**config.mk**
```make
export PLATFORM = sky130hd
export DESIGN_NAME = sky130_sram_port0_ctrl_flat
export DESIGN_NICKNAME = d
export VERILOG_FILES = /design/src/rtl/sky130_sram_port0_ctrl_if.sv /design/src/rtl/sky130_sram_port0_ctrl.sv /design/src/flat_wrapper.sv
export SDC_FILE = /design/constraint.sdc
export NUM_CORES = 1
export LEC_CHECK = 0
export CORE_ASPECT_RATIO = 1.4
export CORE_MARGIN = 2
export CORE_UTILIZATION = 40
export CTS_BUF_LIST = sky130_fd_sc_hd__clkbuf_16
export CTS_CLUSTER_DIAMETER = 50
export DETAILED_ROUTE_END_ITERATION = 8
export DONT_BUFFER_PORTS = 1
export MAX_ROUTING_LAYER = met4
export PLACE_DENSITY = 0.58
export SLEW_MARGIN = 5
export SYNTH_ARGS = -nofsm -noshare
export SYNTH_HDL_FRONTEND = slang
export SYNTH_SLANG_ARGS = --single-unit
```
**constraint.sdc**
```tcl
create_clock -name clk0 -period 2 [get_ports clk0]
set_clock_uncertainty 0.2 [all_clocks]
set_input_delay 0.2 -clock clk0 [delete_from_list [all_inputs] [get_ports clk0]]
set_output_delay 0.2 -clock clk0 [all_outputs]
set_load 0.02 [all_outputs]
```
**src/rtl/sky130_sram_port0_ctrl_if.sv**
```systemverilog
// Request/response bundle for the sky130 SRAM port-0 controller.
// rsp_is_write exists only when SRAM_CTRL_WRITE_ACK_EN is defined.
interface sky130_sram_port0_ctrl_if #(
  parameter int DATA_WIDTH = 32,
  parameter int ADDR_WIDTH = 9,
  parameter int NUM_WMASKS = 4
);
  logic                  req_valid;
  logic                  req_ready;
  logic                  req_we;
  logic [NUM_WMASKS-1:0] req_wmask;
  logic [ADDR_WIDTH-1:0] req_addr;
  logic [DATA_WIDTH-1:0] req_wdata;
  logic                  rsp_valid;
  logic                  rsp_ready;
  logic [DATA_WIDTH-1:0] rsp_rdata;
`ifdef SRAM_CTRL_WRITE_ACK_EN
  logic                  rsp_is_write;
`endif

  modport master (
    output req_valid, req_we, req_wmask,
    output req_addr, req_wdata,
    input  req_ready,
    input  rsp_valid, rsp_rdata,
`ifdef SRAM_CTRL_WRITE_ACK_EN
    input  rsp_is_write,
`endif
    output rsp_ready
  );

  modport slave (
    input  req_valid, req_we, req_wmask,
    input  req_addr, req_wdata,
    output req_ready,
    output rsp_valid, rsp_rdata,
`ifdef SRAM_CTRL_WRITE_ACK_EN
    output rsp_is_write,
`endif
    input  rsp_ready
  );
endinterface

```
**src/rtl/sky130_sram_port0_ctrl.sv**
```systemverilog
// Port-0 front end for the 32x512 OpenRAM macro: registered pins, response FIFO.
// Optional write acks via `define SRAM_CTRL_WRITE_ACK_EN.
module sky130_sram_port0_ctrl #(
  parameter int DATA_WIDTH = 32,
  parameter int ADDR_WIDTH = 9,
  parameter int NUM_WMASKS = 4,
  parameter int RSP_DEPTH  = 4
) (
  input  logic                  clk0,
  input  logic                  rstb0,
  sky130_sram_port0_ctrl_if.slave bus,
  output logic                  sram_csb0,
  output logic                  sram_web0,
  output logic [NUM_WMASKS-1:0] sram_wmask0,
  output logic [ADDR_WIDTH-1:0] sram_addr0,
  output logic [DATA_WIDTH-1:0] sram_din0,
  input  logic [DATA_WIDTH-1:0] sram_dout0
);

  localparam int PW = $clog2(RSP_DEPTH);
  localparam int CW = PW + 1;
  localparam logic [CW-1:0] DEPTH_C = CW'(RSP_DEPTH);

  logic                  rd_s1_q;
  logic                  rd_s2_q;
  logic [CW-1:0]         cnt_q, cnt_d;
  logic [PW-1:0]         wp_q, rp_q;
  logic [DATA_WIDTH-1:0] fifo_q [RSP_DEPTH];
  logic [DATA_WIDTH-1:0] push_data;
  logic [CW-1:0]         pending;
  logic                  credit_ok;
  logic                  accept;
  logic                  push;
  logic                  pop;
  logic                  rsp_s1;

  assign pending = CW'(rd_s1_q)
                 + CW'(rd_s2_q)
                 + cnt_q;
  assign credit_ok = pending < DEPTH_C;

`ifdef SRAM_CTRL_WRITE_ACK_EN
  logic                 wr_s1_q;
  logic                 wr_s2_q;
  logic [RSP_DEPTH-1:0] fwr_q;

  assign bus.req_ready = credit_ok;
  assign rsp_s1        = accept;
  assign push_data     = wr_s2_q ? '0
                                 : sram_dout0;

  always_ff @(posedge clk0 or negedge rstb0) begin
    if (!rstb0) begin
      wr_s1_q <= 1'b0;
      wr_s2_q <= 1'b0;
      fwr_q   <= '0;
    end else begin
      wr_s1_q <= accept & bus.req_we;
      wr_s2_q <= wr_s1_q;
      if (push) fwr_q[wp_q] <= wr_s2_q;
    end
  end

  assign bus.rsp_is_write = fwr_q[rp_q];
`else
  assign bus.req_ready = bus.req_we | credit_ok;
  assign rsp_s1        = accept & ~bus.req_we;
  assign push_data     = sram_dout0;
`endif

  assign accept = bus.req_valid & bus.req_ready;
  assign push   = rd_s2_q;
  assign pop    = bus.rsp_valid & bus.rsp_ready;

  always_comb begin
    cnt_d = cnt_q;
    if (push && !pop) begin
      cnt_d = cnt_q + CW'(1);
    end else if (pop && !push) begin
      cnt_d = cnt_q - CW'(1);
    end
  end

  always_ff @(posedge clk0 or negedge rstb0) begin
    if (!rstb0) begin
      sram_csb0   <= 1'b1;
      sram_web0   <= 1'b1;
      sram_wmask0 <= '0;
      sram_addr0  <= '0;
      sram_din0   <= '0;
      rd_s1_q     <= 1'b0;
      rd_s2_q     <= 1'b0;
    end else begin
      sram_csb0   <= ~accept;
      sram_web0   <= ~(accept & bus.req_we);
      sram_wmask0 <= (accept & bus.req_we)
                     ? bus.req_wmask : '0;
      if (accept) begin
        sram_addr0 <= bus.req_addr;
        sram_din0  <= bus.req_wdata;
      end
      rd_s1_q <= rsp_s1;
      rd_s2_q <= rd_s1_q;
    end
  end

  always_ff @(posedge clk0 or negedge rstb0) begin
    if (!rstb0) begin
      cnt_q <= '0;
      wp_q  <= '0;
      rp_q  <= '0;
    end else begin
      cnt_q <= cnt_d;
      if (push) wp_q <= wp_q + PW'(1);
      if (pop)  rp_q <= rp_q + PW'(1);
    end
  end

  // Storage needs no reset: entries are only visible behind cnt_q.
  always_ff @(posedge clk0) begin
    if (push) fifo_q[wp_q] <= push_data;
  end

  assign bus.rsp_valid = cnt_q != '0;
  assign bus.rsp_rdata = fifo_q[rp_q];

endmodule

```
**src/flat_wrapper.sv**
```systemverilog
// flat-port wrapper written by rule: the top's interface ports become plain ports
module sky130_sram_port0_ctrl_flat 
#(
  parameter int DATA_WIDTH = 32,
  parameter int ADDR_WIDTH = 9,
  parameter int NUM_WMASKS = 4,
  parameter int RSP_DEPTH  = 4
)
  (clk0, rstb0, sram_csb0, sram_web0, sram_wmask0, sram_addr0, sram_din0, sram_dout0, bus_req_valid, bus_req_we, bus_req_wmask, bus_req_addr, bus_req_wdata, bus_req_ready, bus_rsp_valid, bus_rsp_rdata, bus_rsp_ready);
  sky130_sram_port0_ctrl_if #(.DATA_WIDTH(DATA_WIDTH), .ADDR_WIDTH(ADDR_WIDTH), .NUM_WMASKS(NUM_WMASKS)) bus_i ();
  input  logic clk0;
  input  logic rstb0;
  output logic sram_csb0;
  output logic sram_web0;
  output logic [NUM_WMASKS-1:0] sram_wmask0;
  output logic [ADDR_WIDTH-1:0] sram_addr0;
  output logic [DATA_WIDTH-1:0] sram_din0;
  input  logic [DATA_WIDTH-1:0] sram_dout0;
  input wire logic [$bits(bus_i.req_valid)-1:0] bus_req_valid;
  input wire logic [$bits(bus_i.req_we)-1:0] bus_req_we;
  input wire logic [$bits(bus_i.req_wmask)-1:0] bus_req_wmask;
  input wire logic [$bits(bus_i.req_addr)-1:0] bus_req_addr;
  input wire logic [$bits(bus_i.req_wdata)-1:0] bus_req_wdata;
  output wire logic [$bits(bus_i.req_ready)-1:0] bus_req_ready;
  output wire logic [$bits(bus_i.rsp_valid)-1:0] bus_rsp_valid;
  output wire logic [$bits(bus_i.rsp_rdata)-1:0] bus_rsp_rdata;
  input wire logic [$bits(bus_i.rsp_ready)-1:0] bus_rsp_ready;
  assign bus_i.req_valid = bus_req_valid;
  assign bus_i.req_we = bus_req_we;
  assign bus_i.req_wmask = bus_req_wmask;
  assign bus_i.req_addr = bus_req_addr;
  assign bus_i.req_wdata = bus_req_wdata;
  assign bus_req_ready = bus_i.req_ready;
  assign bus_rsp_valid = bus_i.rsp_valid;
  assign bus_rsp_rdata = bus_i.rsp_rdata;
  assign bus_i.rsp_ready = bus_rsp_ready;
  sky130_sram_port0_ctrl #(.DATA_WIDTH(DATA_WIDTH), .ADDR_WIDTH(ADDR_WIDTH), .NUM_WMASKS(NUM_WMASKS), .RSP_DEPTH(RSP_DEPTH)) u_core (.clk0(clk0), .rstb0(rstb0), .bus(bus_i), .sram_csb0(sram_csb0), .sram_web0(sram_web0), .sram_wmask0(sram_wmask0), .sram_addr0(sram_addr0), .sram_din0(sram_din0), .sram_dout0(sram_dout0));
endmodule
```
==> results.cfg, run 1 <==
[outcome]
status = complete, but fails checks
violations = negative setup slack

[sta]
fmax_mhz = 454
setup_ws_ns = -0.200
period_needed_ns = 2.20
whs_ns = 0.0864
worst_pin_slew_ns = 0.828
rsz0062_at_grt = yes
final_hold_viol_count = 0
drv_slew = 0
relSlewSlack_pct = 44.8
finalSetupViolCount = 76
period_share_pct = 110

[clock_network]
cts_buffers = 17
clock-sinks = 184
clock_path_buffers = 2
clk_latency_ns = 0.44
cts.clk_slew.worst_paths_ns = 0.07
cts-root-buf = clkbuf_16
h-tree-depth = 4
tritoncts = built

[critical_path]
cp-end-kind = output pin
cp_common_cell = ha_4
rr_startpoint = u_core.rd_s1_q
arrival_ns = 1.80
cpPeakStageDelay_ns = 0.41
required_ns = 1.60
path_max_fanout = 2
r2r_setup_slack_ns = -0.19
slowest_stage = dfrtp_1
path_buf_inv = 1
worst_r2r_path_depth = 9
r2r_end = u_core.sram_din0[0]
path_cells = ha_4 -> ha_4 -> a31oi_4 -> buf_6 -> xnor2_4 -> nand2b_4
crit_start = u_core.rd_s1_q
setup.worst_path.class = reg2out
startpoint_type = register
crit_family = adder cells

[pwr]
irDropWorstVdd_uv = 747
p_leak_nw = 3.73
power_density_mw_per_mm2 = 1390

[yosys]
ys_types = 32
synth_nets = 562
yosys_warnings = 0
synth-edff-count = 128
async_reset_ff_share_pct = 30.4
ys_seq_elements = 184
syn_area_mm2 = 0.00803
synth_top_area_cell = edfxtp_1
synth_ff_type = edfxtp_1
synthCells = 472
synth-seq-area-share_pct = 65.4
yosysTopAreaCellShare_pct = 47.9
synth_area_leaders = edfxtp_1 48%, dfrtp_1 17%, mux4_2 9.0%
avgSynthCellArea_um2 = 17.0

[finish]
antennaDiodeCount = 0
final_cell_mix = 128 x edfxtp_1, 81 x dlygate4sd3_1, 73 x a221oi_2, 50 x dfrtp_1
final_layout_size_suffix_gt1_share_pct = 38.5
final_common_cell = edfxtp_1
syn_to_final_growth_pct = 35.9
instances_no_fill = 855
fill_cells = 1476
multi_input_area_mm2 = 0.00305
fin_nets = 680
seqCellArea_mm2 = 0.00525

[drt]
drc = 0
wl_per_cell_um = 24.2
routed_wl_mm = 20.7
drtPass1Iterations = 5
vias = 5190
avgViaCountPerCell = 6.07
dr.first_iter.drc_count = 289
ant_nets = 0

[global_route]
antenna_found_initial = 0
grt_usage_pct = 19.6
first_global_vias = 5606
grt_pass1_wl_mm = 30.7
grt-ovfl-total = 0
grt_max_degree = 57

[floorplanning]
initial_core_util_pct = 40.6
die_width_um = 124
die_h_um = 172
core_mm2 = 0.0198
num_rows = 61
dieArea_mm2 = 0.0212
num_io_pins = 163

[min_path]
min_delay_path_depth = 3
whs_endpoint = u_core.sram_din0[12]
hold_start = bus_req_valid
hold_path.class = in2reg

[flow_run]
max_cap_viol_count = 0

[placement]
dp.cells = 714
hpwlAfterDp_mm = 11.3
port_buffers = 0
gp_congestion = 0.726
logic make-up (layout without fill, tap and decap cells):
family | count (synthesis) | count (layout) | synth area share, %
flip-flops | 184 | 184 | 65.4
XOR/XNOR | 7 | 7 | 0.764
adder cells (fa/ha/maj) | 8 | 8 | 1.34
multiplexers | 33 | 33 | 9.12
AND/OR/NAND/NOR | 23 | 24 | 1.57
buffers and inverters | 49 | 179 | 3.04
AO/OA/AOI/OAI | 168 | 168 | 18.8
cell type report:
cell class	instances	share of cell area (%)
clock buffers	17	3.90
clock inverters	15	1.33
inverters	6	0.206
multi-input cells	240	27.9
flip-flops and latches	184	48.1
well taps	252	2.89
repair buffers	141	15.6
stage by stage:
stage | total power, mW | cell area [um2] | worst slack [ns] | utilization [%] | TNS (ns)
6_report | 15.2 | 10900 | -0.200 | 55.2 | -9.09
5_1_grt | 16.0 | 10900 | -0.282 | 55.2 | -14.77
4_1_cts | 14.7 | 10500 | -0.230 | 53.1 | -9.57
3_5_place_dp | 10.5 | 8630 | -0.237 | 43.7 | -8.36
3_3_place_gp | 10.3 | 8630 | -0.0953 | 43.7 | -3.12
2_1_floorplan | 9.36 | 8100 | -0.116 | - | -3.51
state kept, by name, indices dropped and copies added (netlist names):
| signal | flops |
|---|---|
| u_core.cnt_q | 3 |
| u_core.fifo_q | 128 |
| u_core.push | 1 |
| u_core.rd_s1_q | 1 |
| u_core.rp_q | 2 |
| u_core.sram_addr0 | 9 |
| u_core.sram_csb0 | 1 |
| u_core.sram_din0 | 32 |
| u_core.sram_web0 | 1 |
| u_core.sram_wmask0 | 4 |
| u_core.wp_q | 2 |
worst max path at each step:
stage | depth (start not counted) | endpoint | slack [ns]
finish | 6 | bus_req_ready | -0.20
CTS | 6 | bus_req_ready | -0.23
global route | 9 | u_core.sram_addr0[8] | -0.28
global placement | 7 | u_core.sram_din0[25] | -0.1
detailed placement | 6 | u_core.sram_din0[3] | -0.24
floorplan | 6 | u_core.cnt_q[1] | -0.12
metal layers:
layer  vias up  part of all wire (%)  wire length, um  global-route usage, %
li1       2262                     -                -                      -
met1      2682                    37             7740                   21.8
met2       217                    53            11000                   32.8
met3        29                   7.6             1570                   6.27
met4         0                   2.0              423                   7.41
met5         -                     0                0                      -
synthesized netlist by cell type, types with 4 or more instances:
cell and n:
nor2_1 4, a221oi_1 42, clkbuf_1 11, buf_6 4, buf_1 4, and2_1 5
a22oi_1 41, edfxtp_1 128, mux4_2 32, xnor2_1 5, o21ai_1 40, dfrtp_1 54
nand2_1 4, and3_1 4, a221oi_2 40, inv_1 5, ha_1 7, buf_2 24
worst reg2reg max path, cell delays in order, from the launching register on:
cell and delay (ns):
dfrtp_1 0.41, ha_4 0.18, ha_4 0.28, buf_6 0.10, nand3_4 0.07, nor3b_4 0.16
buf_6 0.14, buf_12 0.16, a221oi_4 0.28, o21ai_1 0.08
timing repair:
item	4_1_cts	5_1_grt
setup buffers	11	11
endpoints found under the setup margin	76	76
hold endpoints to repair	237	0
pin swaps	18	58
hold buffers	82	0
gates cloned	5	8
gates resized for setup	46	43
report_power, final:
group | switching [mW] | internal (mW) | leakage [nW]
Sequential | 1.36 | 4.79 | 1.78
Combinational | 2.97 | 2.81 | 1.68
Clock | 1.51 | 1.74 | 0.270
Total | 5.84 | 9.34 | 3.73
Note: power is estimated with default switching activity, not from simulation.
==> inputs of run 2 (changes only) <==
--- a/config.mk
+++ b/config.mk
@@ -13,7 +13,7 @@
 export DETAILED_ROUTE_END_ITERATION = 8
 export DONT_BUFFER_PORTS = 1
 export MAX_ROUTING_LAYER = met4
-export PLACE_DENSITY = 0.58
+export PLACE_DENSITY = 0.56
 export SLEW_MARGIN = 5
 export SYNTH_ARGS = -nofsm -noshare
 export SYNTH_HDL_FRONTEND = slang
==> constraint.sdc (replaced) <==
create_clock -name clk0 -period 2.45 [get_ports clk0]
set_clock_uncertainty 0.2 [all_clocks]
set_input_delay 0.245 -clock clk0 [delete_from_list [all_inputs] [get_ports clk0]]
set_output_delay 0.245 -clock clk0 [all_outputs]
set_load 0.02 [all_outputs]
==> run 2 against run 1 <==
Effect of this change: register-to-register slack improved by 0.29 ns; critical path type unchanged; critical endpoint unchanged; utilization decreased by 4.6 points; non-clock buffer count decreased by 32; highest routed layer unchanged; cell area decreased by 8.3%; largest cell class unchanged; power decreased by 25%; via count decreased by 3.8%; global-route usage decreased by 1.5 points; die area unchanged; the run now ends clean; combinational power decreased by 37%; sequential share of layout area increased by 4.3 points; final cell count decreased by 3.4%.
==> results.cfg, run 2 (synthesis results as in run 1) <==
[pwr]
switching_power_mw = 4.37
seq_power_share_pct = 43.4
p_int_mw = 6.96
switching_share_pct = 38.6
p_leak_nw = 3.39
finalPower_mw = 11.3
p_clk_share_pct = 24.4
p_comb_share_pct = 32.2
power_density_mw_per_mm2 = 1130
irDropWorstVdd_uv = 470

[finish]
antennaDiodeCount = 0
final_common_cell = edfxtp_1
fin_area_mm2 = 0.0100
largest_register_ff_count = 128
top_regs = u_core.fifo_q (128), u_core.sram_din0 (32), u_core.sram_addr0 (9)
top_register = u_core.fifo_q
fin_nets = 651
syn_to_final_growth_pct = 24.6
instances_no_fill = 826
final_layout_size_suffix_gt1_share_pct = 26.8
final_cell_mix = 128 x edfxtp_1, 81 x dlygate4sd3_1, 52 x dfrtp_1, 42 x a221oi_1, 41 x a22oi_1
utilization_pct = 50.6

[global_route]
first_global_vias = 5248
antenna_found_initial = 0
grt-ovfl-total = 0
grt_pass1_wl_mm = 28.5
grt_usage_pct = 18.2
grt_max_degree = 57

[critical_path]
required_ns = 2.01
rr_startpoint = u_core.push
arrival_ns = 1.96
r2r_setup_slack_ns = 0.10
cp-endpoint = bus_req_ready
worst_r2r_path_depth = 7
path_max_fanout = 3
setup.worst_path.class = reg2out
cp-end-kind = output pin
r2r_end = u_core.sram_din0[2]
startpoint_type = register
crit_start = u_core.push

[placement]
hpwlAfterDp_mm = 11.0
port_buffers = 0
place_area_mm2 = 0.00845
preCtsSetupSlack_ns = -0.231
dp.cells = 705
gp_congestion = 0.703

[floorplanning]
initial_core_util_pct = 40.6
dieArea_mm2 = 0.0212
core_mm2 = 0.0198
die_width_um = 124
num_io_pins = 163
num_rows = 61
die_h_um = 172

[clock_network]
cts-root-buf = clkbuf_16
cts_buffers = 17
clock_path_buffers = 2
cts.clk_slew.worst_paths_ns = 0.07
clk_latency_ns = 0.42
h-tree-depth = 4
clock-sinks = 184
tritoncts = built

[sta]
period_share_pct = 98.1
worst_pin_slew_ns = 0.587
final_hold_viol_count = 0
relSlewSlack_pct = 60.8
period_needed_ns = 2.40
setup_ws_ns = 0.0464
whs_ns = 0.106
tns_ns = 0
fmax_mhz = 416
drv_slew = 0
finalSetupViolCount = 0

[outcome]
status = finished clean

[drt]
dr.first_iter.drc_count = 433
vias = 4993
drc = 0
routed_wl_mm = 18.7
drtPass1Iterations = 4
ant_nets = 0
wl_per_cell_um = 22.7
avgViaCountPerCell = 6.04

[flow_run]
max_cap_viol_count = 0

[min_path]
hold_path.class = in2reg
## run 2: timing repair
item                       in CTS  in global routing
hold endpoints to repair      234                  0
pin swaps                       1                  3
setup endpoints to repair      42                 35
buffers inserted                0                  3
hold buffers                   82                  0
cloned                          2                  2
gates resized for setup         4                  6
## run 2: critical path, cell delays in order, from the launching register on
cell and delay, ns:
dfrtp_1 0.39, ha_1 0.20, ha_2 0.22, buf_4 0.17, a31oi_4 0.17, xnor2_1 0.17, nand2b_1 0.23
## run 2: layout make-up
class                      count  area (um2)
timing repair buffer         109        1160
fill                        1621        9760
clock inverter                15         181
sequential                   184        5250
inverter                       6        22.5
multi-input combinational    243        2650
tap                          252         315
clock buffer                  17         425
## run 2: how the worst min path moves through the flow
stage | from | end | slack [ns] | depth (start not counted)
after floorplan | rstb0 | u_core.cnt_q[0] | -0.25 | 0
after global placement | rstb0 | u_core.sram_addr0[1] | -0.25 | 0
after detailed placement | rstb0 | u_core.sram_addr0[1] | -0.25 | 0
after CTS | bus_req_we | u_core.sram_addr0[7] | 0.09 | 4
after global routing | bus_req_we | u_core.sram_addr0[7] | 0.10 | 4
final | bus_req_we | u_core.sram_addr0[4] | 0.11 | 3
## run 2: metal layers
| metal | routed length, um | global-route usage [%] | vias to the layer above |
|---|---|---|---|
| met2 | 10000 | 31.1 | 179 |
| met3 | 1120 | 4.61 | 16 |
| li1 | - | - | 2197 |
| met5 | 0 | - | - |
| met1 | 7350 | 21.0 | 2601 |
| met4 | 216 | 5.29 | 0 |
## run 2: power by group through the flow
stage | clock, mW | sequential (mW) | combinational (mW)
4_1_cts | 2.85 | 4.91 | 3.62
2_1_floorplan | 0 | 4.80 | 2.76
6_report | 2.77 | 4.92 | 3.65
3_3_place_gp | 0 | 4.93 | 3.33
5_1_grt | 2.99 | 4.99 | 3.99
3_5_place_dp | 0 | 4.97 | 3.42
